[config.mk]
export PLATFORM = sky130hd
export DESIGN_NAME = fifo_stream_ctrl
export DESIGN_NICKNAME = d
export VERILOG_FILES = /design/src/rtl/fifo_pkg.sv /design/src/rtl/fifomem.sv /design/src/rtl/fifo_stream_ctrl.sv
export SDC_FILE = /design/constraint.sdc
export NUM_CORES = 1
export LEC_CHECK = 0
export CAP_MARGIN = 20
export CORE_MARGIN = 8
export CORE_UTILIZATION = 41
export CTS_CLUSTER_DIAMETER = 200
export DETAILED_ROUTE_END_ITERATION = 7
export DONT_BUFFER_PORTS = 1
export PLACE_DENSITY = 0.54
export RECOVER_POWER = 25
export SYNTH_ARGS = -nofsm -noshare
export SYNTH_HDL_FRONTEND = slang
export SYNTH_SLANG_ARGS = --single-unit
[constraint.sdc]
create_clock -name clk -period 8.65 [get_ports clk]
set_input_delay 1.2975 -clock clk [delete_from_list [all_inputs] [get_ports clk]]
set_output_delay 1.2975 -clock clk [all_outputs]
set_load 0.05 [all_outputs]
[src/rtl/fifo_pkg.sv]
// Shared constants for the stream FIFO family.
//   BUF_DEPTH  : depth of the show-ahead output prefetch buffer
//   ptr_width  : width of a binary read/write pointer (one wrap bit above
//                the RAM address)
package fifo_pkg;

  localparam int BUF_DEPTH = 2;

  function automatic int ptr_width(input int addrsize);
    return addrsize + 1;
  endfunction

endpackage

[src/rtl/fifomem.sv]
// Dual-port RAM for the FIFO: synchronous write, 1-cycle registered read.
// A read and write to the same address in one cycle returns the old word.
//   clk          : clock
//   we/waddr/wdata : write port
//   re/raddr     : read request; rdata valid the cycle after re
//   rdata        : registered read data
module fifomem #(
  parameter int ADDRSIZE = 4,
  parameter int DATASIZE = 8
) (
  input  logic                clk,
  input  logic                we,
  input  logic [ADDRSIZE-1:0] waddr,
  input  logic [DATASIZE-1:0] wdata,
  input  logic                re,
  input  logic [ADDRSIZE-1:0] raddr,
  output logic [DATASIZE-1:0] rdata
);

  logic [DATASIZE-1:0] mem [2**ADDRSIZE];

  // Nonblocking read and write in one block give read-before-write.
  always_ff @(posedge clk) begin
    if (we) mem[waddr] <= wdata;
    if (re) rdata <= mem[raddr];
  end

endmodule

[src/rtl/fifo_stream_ctrl.sv]
// Valid/ready stream FIFO: DEPTH-entry RAM plus a 2-entry show-ahead
// prefetch buffer, total capacity DEPTH+2.
//   clk, rst          : clock, asynchronous active-high reset
//   s_data/s_valid/s_ready : write side
//   m_data/m_valid/m_ready : read side (m_data is the head word)
//   count             : words held (RAM + in-flight read + buffer)
//   almost_full       : only with FIFO_STREAM_CTRL_ALMOST_FULL_EN defined;
//                       registered, high when count >= AF_LEVEL
module fifo_stream_ctrl
  import fifo_pkg::*;
#(
  parameter int ADDRSIZE = 4,
  parameter int DATASIZE = 8
`ifdef FIFO_STREAM_CTRL_ALMOST_FULL_EN
  ,
  parameter int AF_LEVEL = (2**ADDRSIZE) - 2
`endif
) (
  input  logic                clk,
  input  logic                rst,
  input  logic [DATASIZE-1:0] s_data,
  input  logic                s_valid,
  output logic                s_ready,
  output logic [DATASIZE-1:0] m_data,
  output logic                m_valid,
  input  logic                m_ready,
  output logic [ADDRSIZE:0]   count
`ifdef FIFO_STREAM_CTRL_ALMOST_FULL_EN
  ,
  output logic                almost_full
`endif
);

  localparam int PW = ptr_width(ADDRSIZE);
  localparam int CW = $clog2(BUF_DEPTH + 1);

  logic [PW-1:0]       wptr, rptr;
  logic [CW-1:0]       occ, occ_nxt, after_pop;
  logic                rd_vld;      // RAM read data lands this cycle
  logic [DATASIZE-1:0] buf_q   [BUF_DEPTH];
  logic [DATASIZE-1:0] buf_nxt [BUF_DEPTH];
  logic [DATASIZE-1:0] rdata;
  logic                ram_full, ram_empty, push, pop, re;

  assign ram_empty = (wptr == rptr);
  assign ram_full  = (wptr[PW-1] != rptr[PW-1]) &&
                     (wptr[PW-2:0] == rptr[PW-2:0]);

  // s_ready depends only on the pointers, never on m_ready.
  assign s_ready = !ram_full;
  assign push    = s_valid && s_ready;

  // Read data that has just left the RAM is visible as the head at once,
  // which gives the 2-cycle write-to-m_valid latency.
  assign m_valid = (occ != '0) || rd_vld;
  assign m_data  = (occ != '0) ? buf_q[0] : (rd_vld ? rdata : '0);
  assign pop     = m_valid && m_ready;

  // Prefetch only while buffer plus in-flight word, after this cycle's pop,
  // leaves room; so occ + rd_vld never exceeds BUF_DEPTH.
  assign after_pop = occ + CW'(rd_vld) - CW'(pop);
  assign re        = !ram_empty && (after_pop < CW'(BUF_DEPTH));

  assign count = (wptr - rptr) + PW'(occ) + PW'(rd_vld);

  // Append arriving read data behind the buffered words, then shift out
  // the head on a pop.
  always_comb begin
    buf_nxt = buf_q;
    for (int i = 0; i < BUF_DEPTH; i++)
      if (rd_vld && occ == CW'(i)) buf_nxt[i] = rdata;
    if (pop)
      for (int i = 0; i < BUF_DEPTH - 1; i++) buf_nxt[i] = buf_nxt[i+1];
    occ_nxt = after_pop;
  end

  always_ff @(posedge clk or posedge rst) begin
    if (rst) begin
      wptr   <= '0;
      rptr   <= '0;
      occ    <= '0;
      rd_vld <= 1'b0;
      buf_q  <= '{default: '0};
    end else begin
      if (push) wptr <= wptr + 1'b1;
      if (re)   rptr <= rptr + 1'b1;
      rd_vld <= re;
      occ    <= occ_nxt;
      buf_q  <= buf_nxt;
    end
  end

`ifdef FIFO_STREAM_CTRL_ALMOST_FULL_EN
  logic [PW-1:0] count_nxt;
  assign count_nxt = count + PW'(push) - PW'(pop);

  // Computed from next-cycle count so the flag lines up with count.
  always_ff @(posedge clk or posedge rst) begin
    if (rst) almost_full <= 1'b0;
    else     almost_full <= (int'(count_nxt) >= AF_LEVEL);
  end
`endif

  fifomem #(
    .ADDRSIZE(ADDRSIZE),
    .DATASIZE(DATASIZE)
  ) u_mem (
    .clk   (clk),
    .we    (push),
    .waddr (wptr[PW-2:0]),
    .wdata (s_data),
    .re    (re),
    .raddr (rptr[PW-2:0]),
    .rdata (rdata)
  );

endmodule

==> results.md, run 1 <==
Run status:
- The run finished with clean final reports.

Die:
- The die span in x is 146.4 microns.
- The die covers 21430 sq um.
- After floorplanning, the core was divided into 47 placement rows.
- For this configuration, the core starts out at a cell density of 0.4204.
- In this run the standard cell core region covers approximately 17000 sq um.
- In this run the vertical extent of the chip is 146.4 microns.
- The number of top-level pins is 27.

CTS:
- The setup fix buffers added after clock tree synthesis is 0.
- No sink is reached through more buffers than the 2 on the longest clock path.
- The total CTS buffers is 17.
- CTS placed an instance of clkbuf_16 at the clock tree root.
- Clock-pin slew was measured on the worst setup and hold paths at approximately 60 ps.
- The count of instances resized after the clock tree is built is 0.
- The number of sinks on the clock net is ~170.
- The H-tree depth is 4.
- TritonCTS built the clock tree.
- The hold-fix buffer count after cts is 0.
- The clock reaches the later pin of the worst-skew pair after roughly 420 ps.

Routing:
- After detailed routing, the number of vias per cell comes to 5.329.
- For this block, the initial DRC count from the detailed router was 214.
- The count of TritonRoute iterations in the first routing pass is 6.
- The number of remaining DRC errors is 0.
- The final wirelength is 13.41 mm.
- In the final routed layout, each cell accounts on average for 20.69 microns.
- The residual antenna-violating net count after detailed routing is 0.
- The detailed-route via count is 3453.

Logic synthesis:
- The number of nets handed over by synthesis was approximately 430.
- The commonest cells after synthesis are edfxtp_1, nand2_1, dfrtp_1.
- The number of enable flip-flop cells after synthesis is 136.
- The number of synthesized register bits is about 170.
- During synthesis, Yosys emitted a total of 0 warnings.
- Counting flops with an async set or reset pin after synthesis yields a share of 0.1758.
- In this run the mean area of a mapped cell was approximately 17 sq um.
- The synthesized instance count is between 400 and 500.
- The largest total area in the synthesized netlist belongs to edfxtp_1.
- The synthesized netlist contains 42 unique library cells.
- The share of the Yosys chip area taken by registers is 0.6899.
- By instance count, the leading cell after synthesis is edfxtp_1.
- The area of the mapped netlist is 6972 sq um.
- The top cell type's share of synthesized area is 0.5858.
- By area the synthesized netlist is led by edfxtp_1, dfrtp_1, mux4_2, mux4_1, ha_1.
- The most used flip-flop cell after synthesis is edfxtp_1.

STA:
- The final period demand of the worst path is 4844 ps.
- The clock skew after layout is approximately 8.5 ps.
- Setup repair after global routing left no endpoint under its margin.
- The final count of pins violating max slew was 0.
- The worst max-slew margin expressed relative to the limit is 0.2402.
- The final count of negative-setup-slack endpoints is 0.
- Based on the critical path, the design can be clocked at up to 206.4 MHz.
- The transition time at the pin with the least slew margin is 1132 ps.
- After routing, the total negative slack on setup checks comes to 0 ps.
- The portion of the clock cycle consumed by the worst path in the final layout is 0.5600.
- The number of hold-slack violations in the final timing report is 0.

Global route:
- The number of global-route vias before repair is 3543.
- The first-pass GRT wire length is 21.33 mm.
- Across every metal layer, demand over resource in global routing totals 0.1321.
- The pin count of the biggest net entering global routing is 39.
- After global routing the overflow that remains totals 0.
- The initial antenna violation count came to 0.

Final layout:
- Registers take 4811 sq um.
- After filler insertion, the fill cell instance count of the layout stands at 1444.
- In the final layout, the multi-input gates occupy 1976 sq um.
- Of the cells placed in the final design, the portion with a size suffix greater than 1 is 0.1636.
- The net count reported at finish is 444.
- The area growth from synthesis to layout is 11.34%.
- The number of antenna cells inserted is 0.

Run:
- Across the run, the number of max-cap violations was 0.

Placement:
- The routability-driven placement congestion ratio is 0.7448.
- The count of buffers added on input and output ports is 0.
- The half-perimeter wire length of the detailed placement result is around 8.8 mm.

Worst setup path:
- STA classifies the critical path startpoint as a flop.
- At the worst endpoint, the required time is 7350 ps.
- The end of the worst register-to-register path is rptr[3].
- The path type of the worst setup path is flop to primary output.
- The highest fanout seen on the critical path is 38.
- The critical path ends at count[4].
- Across all register-to-register paths, the minimum setup slack is around 5400 ps.
- The most critical setup path has its startpoint at rptr[0].
- The source of the worst register-to-register timing path is rd_vld.
- For the worst setup path, the data arrival time is 3550 ps.
- The logic depth of the worst register-to-register path is 10.
- The worst setup path is captured at a primary output.

Min path:
- The class of the worst hold path is flop to flop.
[sequential cells by signal, summed over array words and instances (netlist names)]
signal       flops
rd_vld           1
buf_q           16
wptr             5
u_mem.rdata      8
rptr             5
u_mem.mem      128
occ              2
[layer usage]
metal / global-route usage / up-vias / wire, microns
li1: - / 1593 / -
met1: 0.1755 / 1781 / 6347
met2: 0.2019 / 69 / 6298
met3: 0.04512 / 10 / 650
met4: 0.03864 / 0 / 113
met5: 0 / - / 0
[final cells by class]
cell class                 instances  share of cell area
clock inverter                    14             0.01918
clock buffer                      18             0.05529
sequential                       165              0.6198
timing repair buffer               6            0.005803
multi-input combinational        205              0.2545
tap                              220             0.03546
inverter                          20            0.009994
[worst min path at each step]
stage / startpoint / endpoint / slack [ps] / cells after the start
2_1_floorplan: buf_q[0] / buf_q[0] / 470 / 1
3_3_place_gp: buf_q[3] / buf_q[3] / 480 / 1
3_5_place_dp: buf_q[1] / buf_q[1] / 490 / 1
4_1_cts: buf_q[1] / buf_q[1] / 500 / 1
5_1_grt: buf_q[6] / buf_q[6] / 520 / 1
6_report: buf_q[2] / buf_q[2] / 500 / 1
[metrics by stage]
| stage | std cells | cell area [sq um] | worst slack [ps] | hold WS, ps | utilization |
|---|---|---|---|---|---|
| 2_1_floorplan | 404 | 6972 | 4855 | 471.1 | - |
| 3_3_place_gp | 616 | 7184 | 4229 | 480.2 | 0.4332 |
| 3_5_place_dp | 616 | 7184 | 4195 | 487.6 | 0.4332 |
| 4_1_cts | 648 | 7762 | 3737 | 502.5 | 0.4681 |
| 5_1_grt | 648 | 7762 | 3607 | 519.1 | 0.4681 |
| 6_report | 648 | 7762 | 3806 | 499.4 | 0.4681 |
[cell usage in the layout (no fill, tap or decap), types with 6 or more instances in the layout]
cell type / synthesis / layout
a22oi_1: 16 / 16
buf_4: 3 / 6
clkbuf_16: 0 / 17
dfrtp_1: 29 / 28
edfxtp_1: 136 / 136
ha_1: 14 / 14
inv_1: 19 / 19
mux2_2: 9 / 9
mux4_1: 12 / 12
mux4_2: 20 / 20
nand2_1: 33 / 33
nand3_1: 12 / 12
nor2_1: 22 / 22
o21a_1: 8 / 8
o22a_1: 7 / 7
xnor2_1: 9 / 9
[kinds of logic (layout without fill, tap and decap cells)]
kind of cell	count (synthesis)	in the layout	share of synthesized area
buffers and inverters	34	58	0.02674
and+or+nand+nor	87	87	0.05725
AOI/OAI and AO/OA	45	45	0.04684
muxes	42	42	0.1260
xor gates and xnor gates	14	14	0.01956
DFF	165	165	0.6899
adders and majority gates	17	17	0.03374
[worst max-delay path: stages (launching register included)]
cell	delay, ps
dfrtp_2	340
buf_4	580
ha_1	350
inv_1	70
fa_1	180
inv_1	60
fa_1	410
inv_1	70
a21o_1	110
a21oi_1	70
xnor2_1	870
Power of run 1 is not shown: default switching activity piles up to over one toggle a cycle in this logic, so the estimate is an artifact.
==> inputs of run 2 (changes only) <==
PLACE_DENSITY = 0.56   (was 0.54)
clock period = 4.44 ns   (was 8.65 ns; I/O delays follow)
==> results.md, run 2 (same netlist as run 1, synthesis figures left out) <==
Global route:
- The first-pass GRT wire length came to 21.67 mm (+1.6%).
- The remaining global-route overflow was 0 (unchanged).
- The aggregate global-route resource usage was 0.1341 (+0.001932).
- The pin count of the biggest net entering global routing came to 38 (-2.6%).
- The initial antenna violation count is 0 (unchanged).
- The number of global-route vias before repair came to 3656 (+3.2%).

CTS:
- The cell chosen for the clock root is clkbuf_16.
- The H-tree depth is 4 (unchanged).
- The number of sinks on the clock net is 165 (unchanged).
- The clock-pin slew reported for the worst setup and hold paths after clock tree synthesis is 60 ps (about the same).
- The count of instances resized after the clock tree is built is 0 (unchanged).
- The hold-fix buffer count after cts is 0 (unchanged).
- The setup fix buffers added after clock tree synthesis is 0 (unchanged).
- The buffer depth of the longest clock path was 2 (unchanged).
- The total CTS buffers came to 17 (unchanged).
- TritonCTS built the clock tree.
- The insertion delay to the later sink of the worst-skew pair is 430 ps (about the same).

Worst setup path:
- The setup path with the least slack is of type flop to primary output.
- The critical path data arrival time is 2650 ps (-900 ps).
- The highest fanout seen on the critical path came to 7 (-82%).
- The data required time at the worst endpoint is 3770 ps (-3580 ps).
- The logic depth of the worst register-to-register path is 10 (unchanged).
- The minimum setup slack among reg-to-reg paths came to 1310 ps (-4060 ps).
- The end of the worst register-to-register path is rptr[3].
- In this run the critical register-to-register path is launched from rd_vld.
- STA classifies the critical path startpoint as a flop.
- The kind of end point of the critical path is a primary output.

Die:
- The area of the placeable core is 16580 sq um (unchanged).
- The number of top-level pins came to 27 (unchanged).
- The effective utilization at floorplan is 0.4204 (unchanged).
- The die span in x is 146.4 microns (unchanged).
- The total die area came to 21430 sq um (unchanged).
- The die extent in y is 146.4 microns (unchanged).
- The row count is 47 (unchanged).

Placement:
- The half-perimeter wire length of the detailed placement result is 8.881 mm (+1.1%).
- The routability-driven placement congestion ratio is 0.7619 (+2.3%).
- The cell count after placement is 619 (+0.49%).
- The count of port buffers added during placement was 0 (unchanged).

STA:
- Derived from the worst setup path, the maximum achievable clock frequency is 302.0 MHz.
- The final sum of negative setup slack was 0 ps (unchanged).
- Setup repair after global routing left no endpoint under its margin.
- Of the available clock period, the critical path in the final layout requires 0.7458.
- The clock skew after layout is 18.44 ps (+9.923 ps).
- The final count of negative-setup-slack endpoints came to 0 (unchanged).
- The transition time at the pin with the least slew margin is 913.9 ps (-217.6 ps).
- The post-route worst hold slack is 207.0 ps (-292.4 ps).
- The final count of pins violating max slew came to 0 (unchanged).
- For the finished layout, the period the worst path requires is 3311 ps.
- The number of hold-slack violations in the final timing report is 0 (unchanged).
- The worst max-slew margin expressed relative to the limit is 0.3885 (+0.1483).

Routing:
- The count of TritonRoute iterations in the first routing pass was 4 (-2).
- The detailed-route via count is 3430 (-0.67%).
- The per-cell routed wire length came to 21.12 microns (+2.1%).
- The final wirelength came to 13.75 mm (+2.5%).
- The residual antenna-violating net count after detailed routing is 0 (unchanged).
- The number of remaining DRC errors is 0 (unchanged).
- The via density per instance is 5.269 (-1.1%).
- The DRC marker count from the first detailed-route iteration is 216 (+0.93%).

Final layout:
- The most common cell after layout, fill and taps aside is edfxtp_1.
- The final standard cell count with taps included and fillers excluded was 651 (+0.46%).
- The library cells used most frequently in the layout, excluding fill and tap cells, are edfxtp_1, nand2_1, dfrtp_1, nor2_1, mux4_2.
- The fraction of final layout cells sized beyond drive strength 1 is 0.1694 (+0.005822).
- From synthesis to final layout, the design area changed by 10.98%.
- The number of antenna cells inserted came to 0 (unchanged).
- The net count reported at finish came to 447 (+0.68%).
- Ranked by flip-flop count, first place goes to u_mem.mem.
- The final core utilization was 0.4666 (-0.001509).
- The flip-flop count of the largest register after layout is 128 (unchanged).
- The largest registers in the layout are u_mem.mem x128, buf_q x16, u_mem.rdata x8.

Run status:
- The flow ran to the end, and the final reports show no timing, DRC or antenna violations.

Run:
- The number of maximum-capacitance violations is 0 (unchanged).

Min path:
- The tightest min-delay check is of the input pin to asynchronous set/reset pin type.
[run 2: cell types whose count changed in the layout (fill, tap and decap cells not counted), sizes merged]
cell / delta
buf: +3
bufinv: -2
clkinv: -1
clkinvlp: +4
inv: -1
[run 2: layer usage]
metal | part of all wire | routed length [microns] | global-route usage | up-vias
met3 | 0.046 | 632 | 0.04079 | 13
met4 | 0.016 | 217 | 0.04688 | 0
met2 | 0.46 | 6351 | 0.2030 | 60
li1 | - | - | - | 1594
met1 | 0.48 | 6549 | 0.1798 | 1763
met5 | 0 | 0 | 0 | -
[run 2: per-stage QoR]
step                      area [sq um]  worst slack [ps]
after floorplan                   6972              1277
after global placement            7207              1328
after detailed placement          7207              1280
after CTS                         7737              1078
after global routing              7737             887.2
final                             7737              1129
[run 2: cell type report]
cell class	count	area [sq um]
fill	1458	8846
sequential	165	4811
multi-input combinational	205	1976
clock buffer	18	429.2
tap	220	275.3
clock inverter	14	101.3
inverter	20	77.57
timing repair buffer	9	67.56
[run 2: worst max-delay path by stage]
stage / startpoint / end / cells after the start
detailed placement: rd_vld / rptr[3] / 10
finish: occ[0] / count[4] / 11
CTS: occ[0] / count[4] / 11
floorplan: occ[1] / count[4] / 7
global route: occ[0] / count[4] / 11
global placement: rd_vld / rptr[3] / 10
[run 2: worst max-delay path, stage by stage, from the launching register on]
cell and delay (ps):
dfrtp_1 430, inv_1 90, ha_1 280, inv_1 40
fa_1 380, inv_1 90, fa_1 200, inv_1 50
a21o_1 140, a21oi_1 170, xnor2_1 140, buf_4 220
Power of run 2 is left out for the same reason.
==> inputs of run 3 (changes only) <==
PLACE_DENSITY = 0.54   (was 0.56)
clock period = 3.2 ns   (was 4.44 ns; I/O delays follow)
==> results.md, run 3 (same netlist as run 1, synthesis figures left out) <==
Run:
- The number of maximum-capacitance violations is 0 (unchanged).

Routing:
- The final wirelength is 13.73 mm (-0.14%).
- The via density per instance is 5.296 (+0.52%).
- The count of TritonRoute iterations in the first routing pass is 4 (unchanged).
- The DRC marker count from the first detailed-route iteration is 248 (+15%).
- The number of remaining DRC errors is 0 (unchanged).
- The detailed-route via count is 3538 (+3.1%).
- The per-cell routed wire length is 20.56 microns (-2.7%).
- The residual antenna-violating net count after detailed routing is 0 (unchanged).

Global route:
- The remaining global-route overflow is 0 (unchanged).
- The first-pass GRT wire length is 22.10 mm (+2.0%).
- The number of global-route vias before repair is 3698 (+1.1%).
- The aggregate global-route resource usage is 0.1358 (+0.001752).
- The initial antenna violation count came to 0 (unchanged).
- The pin count of the biggest net entering global routing came to 38 (unchanged).

CTS:
- The tree is rooted in a clkbuf_16.
- The hold-fix buffer count after cts is 0 (unchanged).
- The total CTS buffers is 17 (unchanged).
- The insertion delay to the later sink of the worst-skew pair was 420 ps (about the same).
- The number of sinks on the clock net was 165 (unchanged).
- The buffer depth of the longest clock path came to 2 (unchanged).
- The clock tree from TritonCTS is done.
- The H-tree depth came to 4 (unchanged).
- The clock-pin slew reported for the worst setup and hold paths after clock tree synthesis is 60 ps (about the same).

Run status:
- The flow ran to the end, and the final reports show no timing, DRC or antenna violations.

Worst setup path:
- The data required time at the worst endpoint is 2720 ps (-1050 ps).
- The source of the worst register-to-register timing path is rd_vld.
- The logic depth of the worst register-to-register path is 10 (unchanged).
- The highest fanout seen on the critical path came to 7 (unchanged).
- The critical path is of the flop to primary output type.
- Counting stages on the worst path, the most repeated cell is inv_1.
- The cell with the largest stage delay on the worst path is fa_1.
- The critical path starts at occ[1].
- Traced cell by cell, the critical path runs through inv_1 -> fa_1 -> inv_1 -> ha_1 -> a21o_1 -> a21oi_1 -> xnor2_1 -> buf_4.
- The longest individual stage delay on the worst path is 560 ps (+130 ps).
- The critical path capture point is count[3].
- The critical path data arrival time came to 2530 ps (-120 ps).
- The startpoint class of the critical path is a flop.
- The kind of end point of the critical path is a primary output.
- The worst register-to-register path ends at rptr[3].
- The minimum setup slack among reg-to-reg paths is 550 ps (-760 ps).

Placement:
- The worst slack after detailed placement was 526.7 ps (-753.7 ps).
- The count of port buffers added during placement is 0 (unchanged).
- The half-perimeter wire length of the detailed placement result is 8.980 mm (+1.1%).
- The routability-driven placement congestion ratio is 0.7341 (-3.6%).

Die:
- The number of top-level pins is 27 (unchanged).
- The total die area is 21430 sq um (unchanged).
- The die span in x is 146.4 microns (unchanged).
- The die extent in y is 146.4 microns (unchanged).
- The row count is 47 (unchanged).
- The area of the placeable core was 16580 sq um (unchanged).
- The effective utilization at floorplan is 0.4204 (unchanged).

Final layout:
- The net count reported at finish is 464 (+3.8%).
- The most common cell after layout, fill and taps aside is edfxtp_1.
- In the layout the commonest cells are edfxtp_1, nand2_1, dfrtp_1, buf_4, nor2_1.
- From synthesis to final layout, the design area changed by 13.59%.
- The final core utilization came to 0.4775 (+0.01094).
- The fraction of final layout cells sized beyond drive strength 1 was 0.2031 (+0.03375).
- In the final layout, the registers with the most flip-flops are u_mem.mem x128, buf_q x16, u_mem.rdata x8.
- The number of fillers in the final layout is 1446 (-0.82%).
- The number of antenna cells inserted came to 0 (unchanged).
- Ranked by flip-flop count, first place goes to u_mem.mem.
- The flip-flop count of the largest register after layout was 128 (unchanged).

STA:
- The final sum of negative setup slack is 0 ps (unchanged).
- The final count of pins violating max slew was 0 (unchanged).
- The worst path in the final design needs a cycle of 3012 ps, including I/O delays and setup.
- The number of hold-slack violations in the final timing report came to 0 (unchanged).
- The final worst setup slack is 188.4 ps (-940.4 ps).
- Setup repair after global routing left no endpoint under its margin.
- Timing would allow up to 332.1 MHz.
- In the finished design, the share of the clock period the worst path needs comes to 0.9411.
- The clock skew after layout was 7.969 ps (-10.47 ps).
- The final count of negative-setup-slack endpoints is 0 (unchanged).
- The transition time at the pin with the least slew margin is 927.2 ps (+13.29 ps).
- The worst max-slew margin expressed relative to the limit came to 0.3796 (-0.008890).

Min path:
- The class of the worst hold path is input pin to asynchronous set/reset pin.
-- run 3: layout make-up --
class	count	area [sq um]	share of cell area
multi-input cells	205	1979	0.2500
flip-flops and latches	165	4815	0.6080
repair buffers	26	207.7	0.02623
clock inverters	12	127.6	0.01612
clock buffers	20	436.7	0.05514
well taps	220	275.3	0.03476
inverters	20	77.57	0.009796
-- run 3: per-layer routing --
layer  vias up  global-route usage  wire (microns)
met5         -                   0               0
met4         0             0.04122             158
met3        17             0.03708             745
met2        89              0.2146            6594
met1      1801              0.1798            6233
li1       1631                   -               -
-- run 3: what timing repair did --
item / CTS / global route
gates resized for setup: 0 / 5
setup buffers: 0 / 1
endpoints found under the setup margin: 0 / 2
-- run 3: how the worst min path moves through the flow --
stage and to:
5_1_grt rptr[4], 4_1_cts rptr[4], 6_report rptr[4], 3_3_place_gp rptr[4], 2_1_floorplan buf_q[0], 3_5_place_dp rptr[4]
-- run 3: critical path, delay by kind of cell, from the launching register on --
kind                     cells  cell delay, ps
adder cells (fa/ha/maj)      2             840
flip-flops                   1             410
buffers and inverters        3             380
AO/OA/AOI/OAI                2             350
XOR/XNOR                     1             160
-- run 3: metrics by stage --
step	cells	area (sq um)	hold slack (ps)
floorplan	404	6972	471.1
global placement	635	7340	436.0
detailed placement	635	7340	465.9
CTS	667	7904	12.28
global route	668	7919	39.81
finish	668	7919	4.786
Power of run 3 is left out for the same reason.
